[src/rtl/ping_pong_ctrl.sv]
// Two-bank ping-pong buffer controller: frames the SOP-delimited input into alternating banks and
// streams each completed bank back out. Define PP_DROP_ON_FULL_EN to drop frames instead of stalling.
module ping_pong_ctrl #(
    parameter int dw           = 56,
    parameter int buffer_depth = 1440,
    parameter int Add_width    = $clog2(buffer_depth)
) (
    input  logic                 clk,
    input  logic                 rst_n,
    input  logic                 in_valid,
    input  logic                 in_sop,
    input  logic [dw-1:0]        in_data,
    output logic                 in_ready,
    output logic                 wr_select_line,
    output logic [Add_width-1:0] wr_address,
    output logic [dw-1:0]        wr_data,
    output logic                 wr_en,
    output logic                 rd_select_line,
    output logic                 rd_en,
    input  logic [dw-1:0]        rd_data_in,
    output logic                 out_valid,
    output logic [dw-1:0]        out_data,
    output logic                 out_sop,
    output logic                 out_eop,
    input  logic                 out_ready,
`ifdef PP_DROP_ON_FULL_EN
    output logic                 drop_pulse,
`endif
    output logic                 sop_err
);

`ifdef PP_DROP_ON_FULL_EN
    localparam bit DROP_EN = 1'b1;
`else
    localparam bit DROP_EN = 1'b0;
`endif
    localparam logic [Add_width-1:0] LAST = Add_width'(buffer_depth - 1);

    typedef enum logic [1:0] {W_IDLE, W_FILL, W_DROP} wstate_t;
    typedef enum logic [1:0] {R_IDLE, R_READ, R_DRAIN} rstate_t;

    wstate_t              wstate_q, wstate_d;
    rstate_t              rstate_q, rstate_d;
    logic                 live_q;
    logic                 wr_sel_q, wr_sel_d, rd_sel_q, rd_sel_d;
    logic [Add_width-1:0] wr_cnt_q, wr_cnt_d, rd_cnt_q, rd_cnt_d;
    logic [1:0]           bank_full_q, bank_full_d;
    logic                 set_full, clr_full, drop_c;
    logic                 rd_pend_q, rd_sop_q, rd_eop_q;
    logic [1:0][dw-1:0]   f_data_q;
    logic [1:0]           f_sop_q, f_eop_q;
    logic                 f_wp_q, f_rp_q;
    logic [1:0]           f_cnt_q, occ;
    logic                 pop;

    // Write side: strobes are combinational from the accepted beat.
    always_comb begin
        wstate_d   = wstate_q;
        wr_sel_d   = wr_sel_q;
        wr_cnt_d   = wr_cnt_q;
        set_full   = 1'b0;
        in_ready   = 1'b0;
        wr_en      = 1'b0;
        wr_address = '0;
        sop_err    = 1'b0;
        drop_c     = 1'b0;
        case (wstate_q)
            W_IDLE: begin
                in_ready = live_q & (DROP_EN | ~bank_full_q[wr_sel_q]);
                if (in_valid && in_ready && in_sop) begin
                    wr_cnt_d = Add_width'(1);
                    if (DROP_EN && bank_full_q[wr_sel_q]) begin
                        drop_c   = 1'b1;
                        wstate_d = W_DROP;
                    end else begin
                        wr_en    = 1'b1;
                        wstate_d = W_FILL;
                    end
                end
            end
            W_FILL: begin
                in_ready = 1'b1;
                if (in_valid) begin
                    wr_en = 1'b1;
                    if (in_sop) begin
                        // Early SOP restarts the frame in place on the same bank.
                        sop_err  = 1'b1;
                        wr_cnt_d = Add_width'(1);
                    end else begin
                        wr_address = wr_cnt_q;
                        if (wr_cnt_q == LAST) begin
                            set_full = 1'b1;
                            wr_sel_d = ~wr_sel_q;
                            wr_cnt_d = '0;
                            wstate_d = W_IDLE;
                        end else begin
                            wr_cnt_d = wr_cnt_q + 1'b1;
                        end
                    end
                end
            end
            default: begin
                in_ready = 1'b1;
                if (in_valid) begin
                    if (wr_cnt_q == LAST) begin
                        wr_cnt_d = '0;
                        wstate_d = W_IDLE;
                    end else begin
                        wr_cnt_d = wr_cnt_q + 1'b1;
                    end
                end
            end
        endcase
    end

    assign wr_data        = wr_en ? in_data : '0;
    assign wr_select_line = wr_sel_q;
`ifdef PP_DROP_ON_FULL_EN
    assign drop_pulse     = drop_c;
`endif

    assign out_valid = (f_cnt_q != 2'd0);
    assign pop       = out_valid & out_ready;
    // Credit counts this cycle's pop so the skid sustains one word per clock.
    assign occ       = f_cnt_q + {1'b0, rd_pend_q} - {1'b0, pop};
    assign out_data  = f_data_q[f_rp_q];
    assign out_sop   = out_valid & f_sop_q[f_rp_q];
    assign out_eop   = out_valid & f_eop_q[f_rp_q];

    always_comb begin
        rstate_d = rstate_q;
        rd_sel_d = rd_sel_q;
        rd_cnt_d = rd_cnt_q;
        rd_en    = 1'b0;
        clr_full = 1'b0;
        case (rstate_q)
            R_IDLE: if (bank_full_q[rd_sel_q]) begin
                rd_cnt_d = '0;
                rstate_d = R_READ;
            end
            R_READ: if (occ < 2'd2) begin
                rd_en = 1'b1;
                if (rd_cnt_q == LAST) begin
                    rd_cnt_d = '0;
                    rstate_d = R_DRAIN;
                end else begin
                    rd_cnt_d = rd_cnt_q + 1'b1;
                end
            end
            default: if (pop && out_eop) begin
                clr_full = 1'b1;
                rd_sel_d = ~rd_sel_q;
                rstate_d = R_IDLE;
            end
        endcase
    end

    assign rd_select_line = rd_sel_q;

    always_comb begin
        bank_full_d = bank_full_q;
        if (clr_full) bank_full_d[rd_sel_q] = 1'b0;
        if (set_full) bank_full_d[wr_sel_q] = 1'b1;
    end

    always_ff @(posedge clk or negedge rst_n) begin
        if (!rst_n) begin
            live_q      <= 1'b0;
            wstate_q    <= W_IDLE;
            rstate_q    <= R_IDLE;
            wr_sel_q    <= 1'b0;
            rd_sel_q    <= 1'b0;
            wr_cnt_q    <= '0;
            rd_cnt_q    <= '0;
            bank_full_q <= 2'b00;
            rd_pend_q   <= 1'b0;
            rd_sop_q    <= 1'b0;
            rd_eop_q    <= 1'b0;
            f_data_q    <= '0;
            f_sop_q     <= '0;
            f_eop_q     <= '0;
            f_wp_q      <= 1'b0;
            f_rp_q      <= 1'b0;
            f_cnt_q     <= '0;
        end else begin
            live_q      <= 1'b1;
            wstate_q    <= wstate_d;
            rstate_q    <= rstate_d;
            wr_sel_q    <= wr_sel_d;
            rd_sel_q    <= rd_sel_d;
            wr_cnt_q    <= wr_cnt_d;
            rd_cnt_q    <= rd_cnt_d;
            bank_full_q <= bank_full_d;
            rd_pend_q   <= rd_en;
            rd_sop_q    <= rd_en & (rd_cnt_q == '0);
            rd_eop_q    <= rd_en & (rd_cnt_q == LAST);
            if (rd_pend_q) begin
                f_data_q[f_wp_q] <= rd_data_in;
                f_sop_q[f_wp_q]  <= rd_sop_q;
                f_eop_q[f_wp_q]  <= rd_eop_q;
                f_wp_q           <= ~f_wp_q;
            end
            if (pop) f_rp_q <= ~f_rp_q;
            f_cnt_q <= f_cnt_q + {1'b0, rd_pend_q} - {1'b0, pop};
        end
    end

endmodule
[config.mk]
export PLATFORM = sky130hd
export DESIGN_NAME = ping_pong_ctrl
export DESIGN_NICKNAME = d
export VERILOG_FILES = /design/src/rtl/ping_pong_ctrl.sv
export SDC_FILE = /design/constraint.sdc
export NUM_CORES = 1
export LEC_CHECK = 0
export CAP_MARGIN = 20
export CORE_MARGIN = 2
export CORE_UTILIZATION = 40
export DETAILED_ROUTE_END_ITERATION = 8
export PLACE_DENSITY = 0.7
export SYNTH_ARGS = -nofsm -noshare
export SYNTH_HDL_FRONTEND = slang
export SYNTH_SLANG_ARGS = --single-unit
export TNS_END_PERCENT = 5
[constraint.sdc]
create_clock -name clk -period 2.5 [get_ports clk]
set_input_delay 0.625 -clock clk [delete_from_list [all_inputs] [get_ports clk]]
set_output_delay 0.625 -clock clk [all_outputs]
set_load 0.02 [all_outputs]
==> metrics.txt, run 1 <==
Ant. Diodes 0; Post-synth ARST share 100.0%; overall power 13.54 mW; Worst Setup End Kind output port; final WL 19740 um; Total GRT Usage 19.72%; FILL cells 1450; HP Class in2async; FF+latch count, synth 153; Synth Area per Inst 12.69 sq um; first-pass GRT wire length 30890 um; Netlist cell types 50; Tightest Pin Transition 512.5 ps; die width 139.8 um; FF-to-FF End rd_cnt_q[5]; Routed wire per std cell 17.93 um; CTS Hold Buffers Added 0; sequential share of the synthesized area 51.93%; clock root buffer clkbuf_16; number of synthesized flops with an enable pin 0; total I/O pin count 249; reg2reg start f_cnt_q[1]; DR iter-0 viols 215; TritonCTS Buffers 17; FMAX 370.9 MHz; CTS tree done; Most used DFF post-synth dfrtp_1; status finished, violations left; fin crit share 107.8%; core area 18020 sq um; total die area 19530 sq um; DRC errors left 0; vias per cell 5.193; Skew-Pair Late Insertion Delay 430 ps; crit path max fanout 3; final worst path period need 2696 ps; nets 981; Pins Over Slew Limit 0; failing checks setup timing; Clock Tree Buf Depth 2; commonest cells after routing, fill and taps aside 175 x mux2_2, 152 x dfrtp_1, 114 x clkdlybuf4s50_1; layout cell share with drive strength beyond 1 46.56%; most common cell after layout, fill and taps aside mux2_2; Cell Area, Synth 7372 sq um; vias post-DR 5717; GPL Wtd Cong 0.9002; worst relative slew slack 65.65%; DPL Wire Length 13770 um; unrepaired setup endpoints after global routing yes; first-pass detailed-route iteration total 5; reg2reg path depth 10; Die H 139.8 um; pwr dens 1218 nW/um^2; worst vdd ir 0.8627 mV; Initial Util 40.90%; IO buf count 248; Crit path required time 1880 ps; vias in the first global route 6237; total gr overflow 0; Syn-to-layout area delta 50.78%; FP Rows 49; initial antenna violation count 0; setup slack, reg-to-reg -20 ps; setup ws final -196.0 ps; DRT antenna net count 0; LEAKAGE 4.909 nW; final hold violation count 0; H-tree Lvls 4; post-synth net total 703; nature of the critical path startpoint register; hold slack 146.3 ps; maxcap violations 0; largest net degree at the start of global routing 52; Worst EP arrival 2070 ps; clk_skew 7.542 ps; Ys Warns 0; Mapped Cells 581; critical path class reg2out; # setup viols final 27; CTS Sinks 153; Reg clk slew, reported paths 60 ps
worst max-delay path: stages (launching register included):
cell and delay, ps:
dfrtp_1 390, o21a_1 210, ha_1 270, inv_1 70, ha_2 160, xnor3_2 280
inv_2 100, nor2_4 40, buf_6 130
Yosys cell counts (3+ instances only):
cell type  number  area (sq um)
mux2_2        175          1971
dfrtp_1       153          3829
and2_1         67         419.2
nand2_1        19         71.32
clkbuf_1       18         67.56
nor2_1         15         56.30
a22o_1         10         87.58
nor3_1          9         45.04
inv_1           8         30.03
nand3_1         8         40.04
a21oi_1         7         35.03
o21ai_0         7         35.03
buf_2           5         25.02
ha_1            5         62.56
nor2b_1         5         31.28
o211ai_1        5         37.54
buf_1           4         15.01
mux2i_1         4         40.04
nand4_1         4         25.02
o31ai_1         4         30.03
xor2_1          4         35.03
a21o_1          3         22.52
a41oi_1         3         26.28
and3_1          3         18.77
nand2b_1        3         18.77
or4_1           3         22.52
worst max path at each step:
stage,slack [ps],startpoint,depth (start not counted),to
floorplan,7,out_ready,9,rd_cnt_q[5]
global placement,-820,out_ready,9,rd_en
detailed placement,-820,out_ready,9,rd_en
CTS,-220,f_cnt_q[1],8,rd_en
global route,-270,f_cnt_q[1],8,rd_en
finish,-200,f_cnt_q[1],8,rd_en
state kept, by name, summed over array words and instances, names as in the netlist:
register and cells:
f_rp_q 1, wstate_q 1, f_wp_q 1, wr_cnt_q 11
f_data_q 112, f_sop_q 2, rd_select_line 1, rd_sop_q 1
bank_full_q 2, rstate_q 2, rd_cnt_q 11, live_q 1
rd_eop_q 1, f_cnt_q 2, wr_select_line 1, rd_pend_q 1
f_eop_q 2
where the power goes:
group          internal, mW  switching [mW]
sequential             3.55           0.598
clock                  1.81            1.04
combinational          3.39            3.16
stage by stage:
step                util, %  std cells  area, sq um  setup TNS [ps]  setup slack [ps]
finish                61.67       1101        11120          -693.1            -196.0
global route          61.67       1101        11120           -4862            -272.3
CTS                   60.08       1094        10830           -1152            -216.4
detailed placement    57.43       1060        10350          -44500            -815.5
global placement      57.43       1060        10350          -41340            -823.1
floorplan                 -        581         7375               0             6.972
per-layer routing:
layer	global-route usage [%]	vias up	routed length, um
li1	-	2624	-
met1	21.98	2847	7659
met2	36.92	221	10440
met3	5.299	25	1331
met4	5.316	0	312
met5	0	-	0
logic make-up (layout without fill, tap and decap cells):
family	after synthesis	after routing	synth area share, %
flops	153	153	51.93
simple gates	150	150	11.69
xor+xnor	6	6	0.9164
compound gates	50	50	5.312
fa+ha+maj	5	5	0.8486
other cells	1	1	0.05087
buf+inv	37	328	1.969
mux	179	179	27.27
area by class of cell:
| cell class | count | area [sq um] | share of cell area (%) |
|---|---|---|---|
| inverters | 10 | 42.54 | 0.3827 |
| clock buffers | 18 | 439.2 | 3.951 |
| clock inverters | 14 | 219.0 | 1.970 |
| well taps | 229 | 286.5 | 2.578 |
| repair buffers | 286 | 2736 | 24.62 |
| flip-flops and latches | 153 | 3830 | 34.46 |
| multi-input cells | 391 | 3562 | 32.05 |
what timing repair did:
action | 4_1_cts | 5_1_grt
gates cloned | 1 | 4
pin swaps | 2 | 46
buffers inserted | 1 | 3
endpoints found under the setup margin | 134 | 131
gates resized for setup | 404 | 147
No activity file was read; power rests on OpenSTA's default activity.
==> inputs of run 2 (changes only) <==
--- a/config.mk
+++ b/config.mk
@@ -9,6 +9,7 @@
 export CORE_MARGIN = 2
 export CORE_UTILIZATION = 40
 export DETAILED_ROUTE_END_ITERATION = 8
+export MAX_ROUTING_LAYER = met4
 export PLACE_DENSITY = 0.7
 export SYNTH_ARGS = -nofsm -noshare
 export SYNTH_HDL_FRONTEND = slang
==> run 2 against run 1 <==
Setup slack improved by 51 ps. The flow still finishes with violations (setup timing). Clock-buffer cell count increased by 5. Power decreased by 0.52%. Clock skew increased by 5.5 ps. Via count decreased by 2.2%. Wire length decreased by 3.7%. Critical path depth unchanged. Die area unchanged. First-iteration DRC count increased by 40%. Worst hold slack improved by 72 ps.
==> metrics.txt, run 2 (synthesis results as in run 1) <==
clock root buffer clkbuf_16; nets 984 (+0.31%); IO buf count 248 (unchanged); TritonCTS Buffers 17 (unchanged); Worst Setup End Kind output port; multi-input logic area 3440 sq um (-3.4%); final WL 19020 um (-3.7%); first-pass GRT wire length 30460 um (-1.4%); # setup viols final 1 (-96%); total die area 19530 sq um (unchanged); CTS tree done; GPL Wtd Cong 0.9002 (unchanged); Cell Count, Final, Fillers Out 1102 (+0.091%); final worst path period need 2645 ps (-50.88 ps); status finished, violations left; maxcap violations 0 (unchanged); clock power share 20.1% (-0.9 points); Initial Util 40.90% (unchanged); Setup WS pre-CTS -796.5 ps (+18.92 ps); Routed wire per std cell 17.25 um (-3.8%); HP Class in2async; Pins Over Slew Limit 0 (unchanged); Largest regs f_data_q (112), rd_cnt_q (11), wr_cnt_q (11); FF+latch area 3830 sq um (unchanged); clk_skew 13.05 ps (+5.509 ps); layout cell share with drive strength beyond 1 38.83% (-7.7 points); DRC errors left 0 (unchanged); Syn-to-layout area delta 49.15%; DRT antenna net count 0 (unchanged); core area 18020 sq um (unchanged); Tightest Pin Transition 603.9 ps (+91.44 ps); FMAX 378.1 MHz (+1.9%); most common cell after layout, fill and taps aside mux2_2; FILL cells 1447 (-0.21%); Placed Area 10350 sq um (about the same); Biggest register f_data_q; combinational fraction of design power 49.2% (+0.8 points); setup slack, reg-to-reg 30 ps (+50 ps); sw frac 34.71% (-0.73 points); vias per cell 5.072 (-2.3%); Worst EP arrival 2020 ps (-50 ps); total gr overflow 0 (unchanged); critical path class reg2out; max reg flops 112 (unchanged); Crit path required time 1880 ps (about the same); setup ws final -145.1 ps (+50.88 ps); Final TNS setup -145.1 ps (+548.0 ps); Clock Tree Buf Depth 2 (unchanged); final hold violation count 0 (unchanged); reg2reg path depth 10 (unchanged); Reg clk slew, reported paths 60 ps (about the same); FP Rows 49 (unchanged); nature of the critical path startpoint register; CTS Hold Buffers Added 0 (unchanged); unrepaired setup endpoints after global routing yes; failing checks setup timing; total I/O pin count 249 (unchanged); reg2reg start f_cnt_q[1]; fin crit share 105.8% (-2.0 points); LEAKAGE 4.806 nW (-2.1%); dpl cells 1062 (+0.19%); DR iter-0 viols 300 (+40%); CTS Sinks 153 (unchanged); Non-Filler Cell Area, Final 11000 sq um (-1.1%); DPL Wire Length 13620 um (-1.1%); hold slack 218.6 ps (+72.30 ps); Ant. Diodes 0 (unchanged); first-pass detailed-route iteration total 4 (-1); overall power 13.47 mW (-0.52%); worst relative slew slack 59.74% (-5.9 points); worst vdd ir 0.7728 mV (-10%); initial antenna violation count 0 (unchanged); Die H 139.8 um (unchanged); crit path max fanout 2 (-1); pwr dens 1225 nW/um^2 (+0.57%); Skew-Pair Late Insertion Delay 420 ps (about the same); Total GRT Usage 20.10% (+0.39 points); P_int 8.793 mW (+0.61%); Net Switching 4.675 mW (-2.6%); largest net degree at the start of global routing 66 (+27%); part of the power in registers 30.7% (about the same); FF-to-FF End rd_cnt_q[5]; H-tree Lvls 4 (unchanged); vias in the first global route 6028 (-3.4%); die width 139.8 um (unchanged); vias post-DR 5589 (-2.2%); commonest cells after routing, fill and taps aside 175 x mux2_2, 152 x dfrtp_1, 115 x clkdlybuf4s50_1; Core Util, Final 61.00% (-0.67 points)
## run 2: cell types whose count changed in the layout (fill, tap and decap cells not counted), sizes merged
cell	delta
dlygate4sd2	+17
clkbuf	-23
clkdlybuf4s15	+8
clkdlybuf4s50	+1
clkinv	-3
clkinvlp	-2
bufinv	-1
dlymetal6s2s	-1
inv	-1
buf	+6
## run 2: cell type report
| class | count | share of cell area (%) |
|---|---|---|
| clock buffer | 23 | 4.438 |
| tap | 229 | 2.606 |
| multi-input combinational | 391 | 31.28 |
| sequential | 153 | 34.83 |
| timing repair buffer | 289 | 25.24 |
| clock inverter | 7 | 1.263 |
| inverter | 10 | 0.3414 |
## run 2: worst max path at each step
stage,slack (ps),to,from,cells after the start
6_report,-150,rd_en,f_cnt_q[1],8
5_1_grt,-230,rd_en,f_cnt_q[1],8
4_1_cts,-180,rd_en,f_cnt_q[0],8
3_5_place_dp,-800,rd_en,out_ready,9
3_3_place_gp,-830,rd_en,out_ready,9
2_1_floorplan,7,rd_cnt_q[5],out_ready,9
## run 2: power by group through the flow
stage                     logic [mW]  registers (mW)  clock network, mW
final                           6.63            4.13               2.71
after detailed placement        6.96            4.14                  0
after global routing            7.09            4.26               2.91
after CTS                       6.55            4.13               2.78
after floorplan                 4.30            3.94                  0
after global placement          6.81            4.05                  0
## run 2: timing repair
action | CTS | global route
pin swaps | 2 | 6
setup endpoints to repair | 131 | 101
gates cloned | 1 | 0
setup buffers | 7 | 2
gates resized for setup | 335 | 131
## run 2: routing by layer
metal	GRT usage, %	vias to the layer above	share of wire (%)
met5	-	-	0
met3	4.542	24	5.5
li1	-	2627	-
met4	5.211	0	1.7
met2	34.99	221	52
met1	23.56	2717	41
## run 2: critical path, cell delays in order, from the launching register on
cell and delay (ps):
dfrtp_1 380, o21a_1 210, ha_1 270, inv_1 60, ha_2 160, xnor3_2 260, inv_2 100, nor2_4 40
buf_6 130
